File: config.mk
export PLATFORM = sky130hd
export DESIGN_NAME = branch_pred_ctrl
export DESIGN_NICKNAME = d
export VERILOG_FILES = /design/src/rtl/branch_pkg.sv /design/src/rtl/bht_2bit.sv /design/src/rtl/branch_pred_ctrl.sv
export SDC_FILE = /design/constraint.sdc
export NUM_CORES = 1
export LEC_CHECK = 0
export CAP_MARGIN = 20
export CORE_MARGIN = 2
export CORE_UTILIZATION = 39
export CTS_BUF_LIST = sky130_fd_sc_hd__clkbuf_8
export CTS_CLUSTER_SIZE = 14
export DETAILED_ROUTE_END_ITERATION = 12
export PLACE_DENSITY = 0.78
export SLEW_MARGIN = 20
export SYNTH_ARGS = -nofsm -noshare
export SYNTH_HDL_FRONTEND = slang
export SYNTH_SLANG_ARGS = --single-unit
File: constraint.sdc
create_clock -name clk -period 1.95 [get_ports clk]
set_input_delay 0.195 -clock clk [delete_from_list [all_inputs] [get_ports clk]]
set_output_delay 0.195 -clock clk [all_outputs]
set_load 0.05 [all_outputs]
File: src/rtl/branch_pkg.sv
// Shared types and helpers for the branch predictor / redirect controller.
package branch_pkg;

  // EX-stage branch type encodings; anything else means "not a branch".
  typedef enum logic [2:0] {
    BR_NONE = 3'b000,
    BR_BEQ  = 3'b001,
    BR_BNE  = 3'b010,
    BR_BLT  = 3'b011,
    BR_BGE  = 3'b100,
    BR_JALR = 3'b101,
    BR_JAL  = 3'b110
  } br_type_e;

  // 2-bit saturating counter values.
  localparam logic [1:0] SNT = 2'b00;
  localparam logic [1:0] WNT = 2'b01;
  localparam logic [1:0] WT  = 2'b10;
  localparam logic [1:0] ST  = 2'b11;

  typedef enum logic [0:0] {
    ST_IDLE,
    ST_FLUSH
  } state_e;

  // Conditional branches train the BHT; jumps do not.
  function automatic logic is_cond(logic [2:0] br_type);
    return (br_type >= BR_BEQ) && (br_type <= BR_BGE);
  endfunction

  function automatic logic is_jump(logic [2:0] br_type);
    return (br_type == BR_JALR) || (br_type == BR_JAL);
  endfunction

  function automatic logic [1:0] ctr_update(logic [1:0] ctr, logic taken);
    if (taken) return (ctr == ST) ? ST : ctr + 2'd1;
    else       return (ctr == SNT) ? SNT : ctr - 2'd1;
  endfunction

endpackage

File: src/rtl/bht_2bit.sv
// Branch history table: 2**IDX_W two-bit saturating counters, one async read port and one
// synchronous update port. Reset puts every entry in weakly-not-taken.
module bht_2bit
  import branch_pkg::*;
#(
  parameter int unsigned IDX_W = 4
) (
  input  logic             clk,
  input  logic             rst,
  input  logic [IDX_W-1:0] rd_idx,
  output logic [1:0]       rd_ctr,
  input  logic             upd_en,
  input  logic [IDX_W-1:0] upd_idx,
  input  logic             upd_taken
);

  localparam int unsigned Entries = 2 ** IDX_W;

  logic [1:0] ctr_q [Entries];

  // Counter array: reinit on reset, otherwise saturating update of one entry.
  always_ff @(posedge clk) begin
    if (rst) begin
      for (int unsigned i = 0; i < Entries; i++) ctr_q[i] <= WNT;
    end else if (upd_en) begin
      ctr_q[upd_idx] <= ctr_update(ctr_q[upd_idx], upd_taken);
    end
  end

  // Read returns the pre-update value when the same entry is written this cycle.
  assign rd_ctr = ctr_q[rd_idx];

endmodule

File: src/rtl/branch_pred_ctrl.sv
// Front-end branch scheduler: BHT lookup at IF, resolution at EX, and a one-cycle
// redirect/flush sequence on mispredict. Define PERF_CNT_EN to build the branch and
// mispredict performance counters; otherwise those ports read 0.
module branch_pred_ctrl
  import branch_pkg::*;
#(
  parameter int unsigned PC_W  = 32,
  parameter int unsigned IDX_W = 4
) (
  input  logic            clk,
  input  logic            rst,
  input  logic            if_valid,
  input  logic [PC_W-1:0] if_pc,
  output logic            pred_taken,
  input  logic            ex_valid,
  input  logic [2:0]      ex_br_type,
  input  logic            ex_taken,
  input  logic            ex_pred_taken,
  input  logic [PC_W-1:0] ex_pc,
  input  logic [PC_W-1:0] ex_target,
  output logic            redirect,
  output logic [PC_W-1:0] redirect_pc,
  output logic            flush_if_id,
  output logic            flush_id_ex,
  output logic [31:0]     cnt_branches,
  output logic [31:0]     cnt_mispred
);

  state_e          state_q;
  logic [1:0]      rd_ctr;
  logic            cond;
  logic            resolve;
  logic            actual;
  logic            mispred;
  logic [PC_W-1:0] fix_pc;

  // Only the index bits of the fetch PC feed the table.
  logic unused_if_pc;
  assign unused_if_pc = ^{if_pc[PC_W-1:IDX_W+2], if_pc[1:0]};

  bht_2bit #(
    .IDX_W(IDX_W)
  ) u_bht (
    .clk      (clk),
    .rst      (rst),
    .rd_idx   (if_pc[IDX_W+1:2]),
    .rd_ctr   (rd_ctr),
    .upd_en   (resolve & cond),
    .upd_idx  (ex_pc[IDX_W+1:2]),
    .upd_taken(ex_taken)
  );

  assign pred_taken = if_valid & rd_ctr[1];

  // Resolve the EX instruction; anything in EX during FLUSH is wrong-path and ignored.
  always_comb begin
    cond    = is_cond(ex_br_type);
    resolve = (state_q == ST_IDLE) && ex_valid && (cond || is_jump(ex_br_type));
    actual  = cond ? ex_taken : 1'b1;
    mispred = resolve && (actual != ex_pred_taken);
    fix_pc  = actual ? ex_target : ex_pc + PC_W'(4);
  end

  // Redirect FSM with registered outputs; redirect_pc holds its last value when idle.
  always_ff @(posedge clk) begin
    if (rst) begin
      state_q     <= ST_IDLE;
      redirect    <= 1'b0;
      flush_if_id <= 1'b0;
      flush_id_ex <= 1'b0;
      redirect_pc <= '0;
    end else begin
      unique case (state_q)
        ST_IDLE: begin
          if (mispred) begin
            state_q     <= ST_FLUSH;
            redirect    <= 1'b1;
            flush_if_id <= 1'b1;
            flush_id_ex <= 1'b1;
            redirect_pc <= fix_pc;
          end
        end
        ST_FLUSH: begin
          state_q     <= ST_IDLE;
          redirect    <= 1'b0;
          flush_if_id <= 1'b0;
          flush_id_ex <= 1'b0;
        end
        default: state_q <= ST_IDLE;
      endcase
    end
  end

`ifdef PERF_CNT_EN
  logic [31:0] cnt_branches_q;
  logic [31:0] cnt_mispred_q;

  // Performance counters; free-running and wrapping.
  always_ff @(posedge clk) begin
    if (rst) begin
      cnt_branches_q <= '0;
      cnt_mispred_q  <= '0;
    end else begin
      if (resolve) cnt_branches_q <= cnt_branches_q + 32'd1;
      if (mispred) cnt_mispred_q  <= cnt_mispred_q + 32'd1;
    end
  end

  assign cnt_branches = cnt_branches_q;
  assign cnt_mispred  = cnt_mispred_q;
`else
  assign cnt_branches = '0;
  assign cnt_mispred  = '0;
`endif

endmodule

# After elaboration in Yosys (flattened, before gate mapping)
# Memory sizes are Yosys's and may differ from the RTL's.
# Cells that the tools add are included.
# Widths: inputs -> output; s select.
[totals] reg_bits=34 mem_bits_rw=32 input_bits=105 output_inout_bits=100 memories=1
[memory_table] name="u_bht.ctr_q" words=16 word_bits=2 read_ports=2 rd_clocked_by_memory_dff=0 wr=16 line_no="bht_2bit.sv:19" rtl="logic [1:0] ctr_q [Entries];"
[op_classes] n_addsub=3 magnitude_cmp=2 eq_ne=5 n_mux=19 n_bitwise=3 reduce_logical=9
[ops] cell="$add 32x3->32 const B" count=1
[ops] cell="$mux 32" count=1
[ops] cell="$mux 2" count=6
[ops] cell="$mux 1" count=9
[ops] cell="$eq 3x3->1 const B" count=2
[ops] cell="$logic_and 1x1->1" count=4
[ops] cell="$mux 4" count=1
[ops] cell="$pmux 1 s2" count=2
[ops] cell="$ge 3x1->1 const B" count=1
[ops] cell="$le 3x3->1 const B" count=1
[ops] cell="$add 2x1->2 const B" count=1
[ops] cell="$and 1x1->1" count=2
[ops] cell="$eq 2x2->1 const B" count=1
[ops] cell="$logic_not 2->1" count=1
[ops] cell="$logic_or 1x1->1" count=2
[ops] cell="$ne 2x2->1 const B" count=1
[ops] cell="$reduce_and 2->1" count=1
[ops] cell="$reduce_or 2->1" count=1
[ops] cell="$sub 2x1->2 const B" count=1
[ops] cell="$ne 1x1->1" count=1
[ops] cell="$not 1->1" count=1

# Depth between registers and ports, before layout
[depth] word_depth=10 ltp_mapped=7

# By module
# From an unflattened synthesis, not the netlist that was laid out.
[unflattened] cells_unflattened=480 hier_area_um2=4510.6
[modules_own_cells] module="branch_pred_ctrl" n_inst=1 cells_each=327 area_each_um2=2534.9
[modules_own_cells] module="bht_2bit" n_inst=1 cells_each=153 area_each_um2=1975.6

# Worst setup path after synthesis
# OpenSTA, ideal clock, no wires.
[synth_path] kind="register -> register" from="memory u_bht.ctr_q[3][1]" to="memory u_bht.ctr_q[3][0] (data pin)" arrival_time_ps=1663 slack_ps=1 path_stages_with_launch=7 n_path_buf=1 synth_period_minus_slack_ps=1949 path_cell_list="edfxtp_1 > mux4_2 > a22oi_1 > and3_1 > maj3_2 > buf_2 > nand3_1"
[synth_lines] element="from (decl)" line_no="bht_2bit.sv:19"

==> summary.txt <==
======================================================================================
Run status .............................................................. complete, but fails checks
Failing checks .......................................................... setup timing
Buffers added on ports ..................................................          112
Antenna violation net count after detailed routing ......................            0
Inserted Diodes .........................................................            0
Final worst clock skew ..................................................    0.0114 ns
Total count of hold-check failures in the final report ..................            0
Height of the chip ......................................................       112 um
Number of distinct standard cells referenced by the synthesized netlist .           50
Final worst path period share ...........................................         120%
Net count of the finished layout ........................................          807
Io pins .................................................................          205
Number of antenna violations at the first check in global routing .......            0
Per-cell routed wire length .............................................      16.4 um
Endpoint type of the worst setup path ................................... primary output
Effective utilization at floorplan ......................................        39.7%
Final count of negative-setup-slack endpoints ...........................           33
Class of the most critical hold timing path ............................. input port to flip-flop
Number of CTS-inserted buffers ..........................................            9
#FFs+latches synth ......................................................           66
Half-perimeter wire length after detailed placement .....................    10,300 um
Number of max-slew violations in the final report .......................            0
Worst hold margin .......................................................     0.432 ns
Sequential group share of total power ...................................        34.2%
Clock power frac ........................................................        34.0%
Number of synthesis warnings ............................................            0
Crit Path Max Fanout ....................................................            2
Total placed cells including tap cells ..................................          828
Max_cap viols ...........................................................            0
Number of cell rows .....................................................           39
Type of origin of the critical path .....................................    flip-flop
Vias in the first global route ..........................................        4,477
Power density over cell area ............................................   669 mW/mm2
Clock-pin slew on the worst setup and hold paths ........................      0.08 ns
Summed instance area of the synthesized netlist .........................  0.00451 mm2
GPL Wtd Cong ............................................................        0.895
Share of flip-flops with an asynchronous set or reset ...................           0%
Critical path start-end classification .................................. flip-flop to primary output
Maximum number of pins on one net before global-route repair ............           48
Routed met2 length ......................................................      7360 um
Clock root cell ......................................................... sky130_fd_sc_hd__clkbuf_8
Max Clock Freq ..........................................................      428 MHz
Worst path required time ................................................      1.75 ns
Met1 layer wirelength in the final routing ..............................      5310 um
Worst slew margin .......................................................        49.9%
Switching fraction of total power .......................................        33.0%
TritonCTS Sinks .........................................................           66
Syn avg cell area .......................................................     8.97 um2
Highest Signal Layer ....................................................         met4
Setup repair after global routing missed its margin .....................          yes
Most frequent cells after synthesis ..................................... sky130_fd_sc_hd__buf_4, sky130_fd_sc_hd__nand2_1, sky130_fd_sc_hd__nor2_1
CTS tree ................................................................         done
Initial DRC count .......................................................          235
Final critical-path setup slack .........................................    -0.388 ns
Area of all placed cells without fillers ................................  0.00680 mm2
Number of H-tree levels .................................................            3
Total congestion overflow after global routing ..........................            0
Top cell type's share of synthesized area ...............................        21.3%
Seq/Total Area, Yosys ...................................................        36.4%
First-pass iteration count of the detailed router .......................            4
Slew at the pin closest to its max-slew limit ...........................     0.746 ns
Top cell type by total area after synthesis ............................. sky130_fd_sc_hd__edfxtp_1
Top area cells in the synthesized netlist ............................... sky130_fd_sc_hd__edfxtp_1, sky130_fd_sc_hd__dfxtp_1, sky130_fd_sc_hd__buf_4
Internal power summed over all cells ....................................      3.05 mW
Area inside the core boundary ...........................................   0.0114 mm2
Layout cell share with drive strength beyond 1 ..........................        27.5%
Met3 wire length ........................................................       861 um
Clock period minus worst slack ..........................................      2.34 ns
Total detailed-routing wirelength .......................................    13,900 um
Number of buffers on the longest clock path .............................            2
Post-place instance area ................................................  0.00625 mm2
Share of power burned in combinational logic ............................        31.8%
Wire length of the first global-routing pass ............................    21,700 um
Cell with the most instances after synthesis ............................ sky130_fd_sc_hd__buf_4
Gr usage total ..........................................................        21.7%
Die span in x ...........................................................       112 um
WP data arrival .........................................................      2.14 ns
Count of mapped cells out of synthesis ..................................          503
Post-detailed-route DRC marker count ....................................            0
Ys flop type ............................................................ sky130_fd_sc_hd__dfxtp_1
Layout area overhead ....................................................        50.7%
Pleak ...................................................................      2.62 nW
Worst voltage drop across the vdd grid ..................................       383 uV
Number of non-filler instances in the completed layout ..................          846
Average vias per placed instance ........................................         5.21
Die area ................................................................   0.0125 mm2
Switching power .........................................................      1.50 mW
Via count ...............................................................        4,406
Number of synthesized flops with an enable pin ..........................           32
Clock latency on the worst-skew pair ....................................      0.35 ns
======================================================================================
state kept, by name (all words and copies together), names as in the netlist:
name,count
flush_id_ex,1
redirect_pc,32
state_q,1
u_bht.ctr_q,32
critical path: stages (launching register included):
cell and delay, ns:
sky130_fd_sc_hd__edfxtp_1 0.44, sky130_fd_sc_hd__buf_4 0.16, sky130_fd_sc_hd__mux4_2 0.43, sky130_fd_sc_hd__mux4_2 0.47, sky130_fd_sc_hd__and2_4 0.16, sky130_fd_sc_hd__buf_8 0.14
final cells by class:
class                   instances  area [um2]
well taps                     143         179
inverters                      11        41.3
multi-input cells             400        2710
clock inverters                 7         141
repair buffers                210        1970
fillers                       946        4570
clock buffers                   9         124
flip-flops and latches         66        1640
cell usage in the layout (no fill, tap or decap), types with 7 or more instances in the layout:
cell and instances:
sky130_fd_sc_hd__clkdlybuf4s50_1 107, sky130_fd_sc_hd__o22ai_1 8, sky130_fd_sc_hd__inv_1 11, sky130_fd_sc_hd__conb_1 64, sky130_fd_sc_hd__nand2b_1 11, sky130_fd_sc_hd__a211o_1 9
sky130_fd_sc_hd__edfxtp_1 32, sky130_fd_sc_hd__a22o_1 7, sky130_fd_sc_hd__a21oi_1 20, sky130_fd_sc_hd__nand2_1 46, sky130_fd_sc_hd__dfxtp_1 34, sky130_fd_sc_hd__nor2_1 34
sky130_fd_sc_hd__nand2_2 9, sky130_fd_sc_hd__mux4_2 13, sky130_fd_sc_hd__buf_4 88, sky130_fd_sc_hd__or2_2 10, sky130_fd_sc_hd__nor3_1 8, sky130_fd_sc_hd__nand4_1 11
sky130_fd_sc_hd__clkbuf_8 9, sky130_fd_sc_hd__nand3_1 17, sky130_fd_sc_hd__nor3_2 9, sky130_fd_sc_hd__a22oi_1 7, sky130_fd_sc_hd__buf_12 7, sky130_fd_sc_hd__xnor2_1 12
sky130_fd_sc_hd__xor2_1 8, sky130_fd_sc_hd__and3_1 7
stage by stage:
step                total power, mW  utilization (%)  worst slack (ns)  setup TNS [ns]
global route                   4.71             59.8            -0.427           -4.77
floorplan                      2.49                -           0.00118               0
global placement               2.92             54.9            -0.547          -31.66
finish                         4.55             59.8            -0.388           -2.64
detailed placement             2.94             54.9            -0.595          -35.38
CTS                            4.52             58.0            -0.395           -2.24
power by group through the flow:
stage,sequential (mW),combinational (mW),clock (mW)
after global placement,1.59,1.34,0
after detailed placement,1.59,1.35,0
after floorplan,1.74,0.751,0
after global routing,1.56,1.52,1.63
final,1.56,1.45,1.55
after CTS,1.56,1.40,1.57
worst paths after layout:
kind	startpoint	end	slack, ns	cells after the start
worst max-delay path	u_bht.ctr_q[3][1]	pred_taken	-0.39	5
worst min-delay path	ex_target[3]	redirect_pc[3]	0.43	3
worst max register to register	u_bht.ctr_q[3][1]	u_bht.ctr_q[2][0]	-0.12	6
worst min register to register	redirect_pc[10]	redirect_pc[10]	0.46	2
per-layer routing:
layer | vias up | global-route usage [%]
met4 | 0 | 8.81
met5 | - | 0
met1 | 2110 | 25.2
met3 | 30 | 4.46
met2 | 178 | 39.1
li1 | 2088 | -
logic make-up after synthesis:
group / count (synthesis) / share of synthesized area (%)
muxes: 13 / 6.49
xor gates and xnor gates: 20 / 3.88
AOI/OAI and AO/OA: 88 / 13.8
other: 1 / 0.0831
and+or+nand+nor: 209 / 23.5
DFF: 66 / 36.4
buffers and inverters: 100 / 14.3
adders and majority gates: 6 / 1.61
what timing repair did:
action / in CTS / in global routing
endpoints found under the hold margin: 0 / 0
cloned: 1 / 1
gates resized for setup: 15 / 54
setup endpoints to repair: 46 / 42
setup buffers: 1 / 1
hold buffers: 0 / 0
pin swaps: 8 / 4
Power figures use the tool's default switching activity.
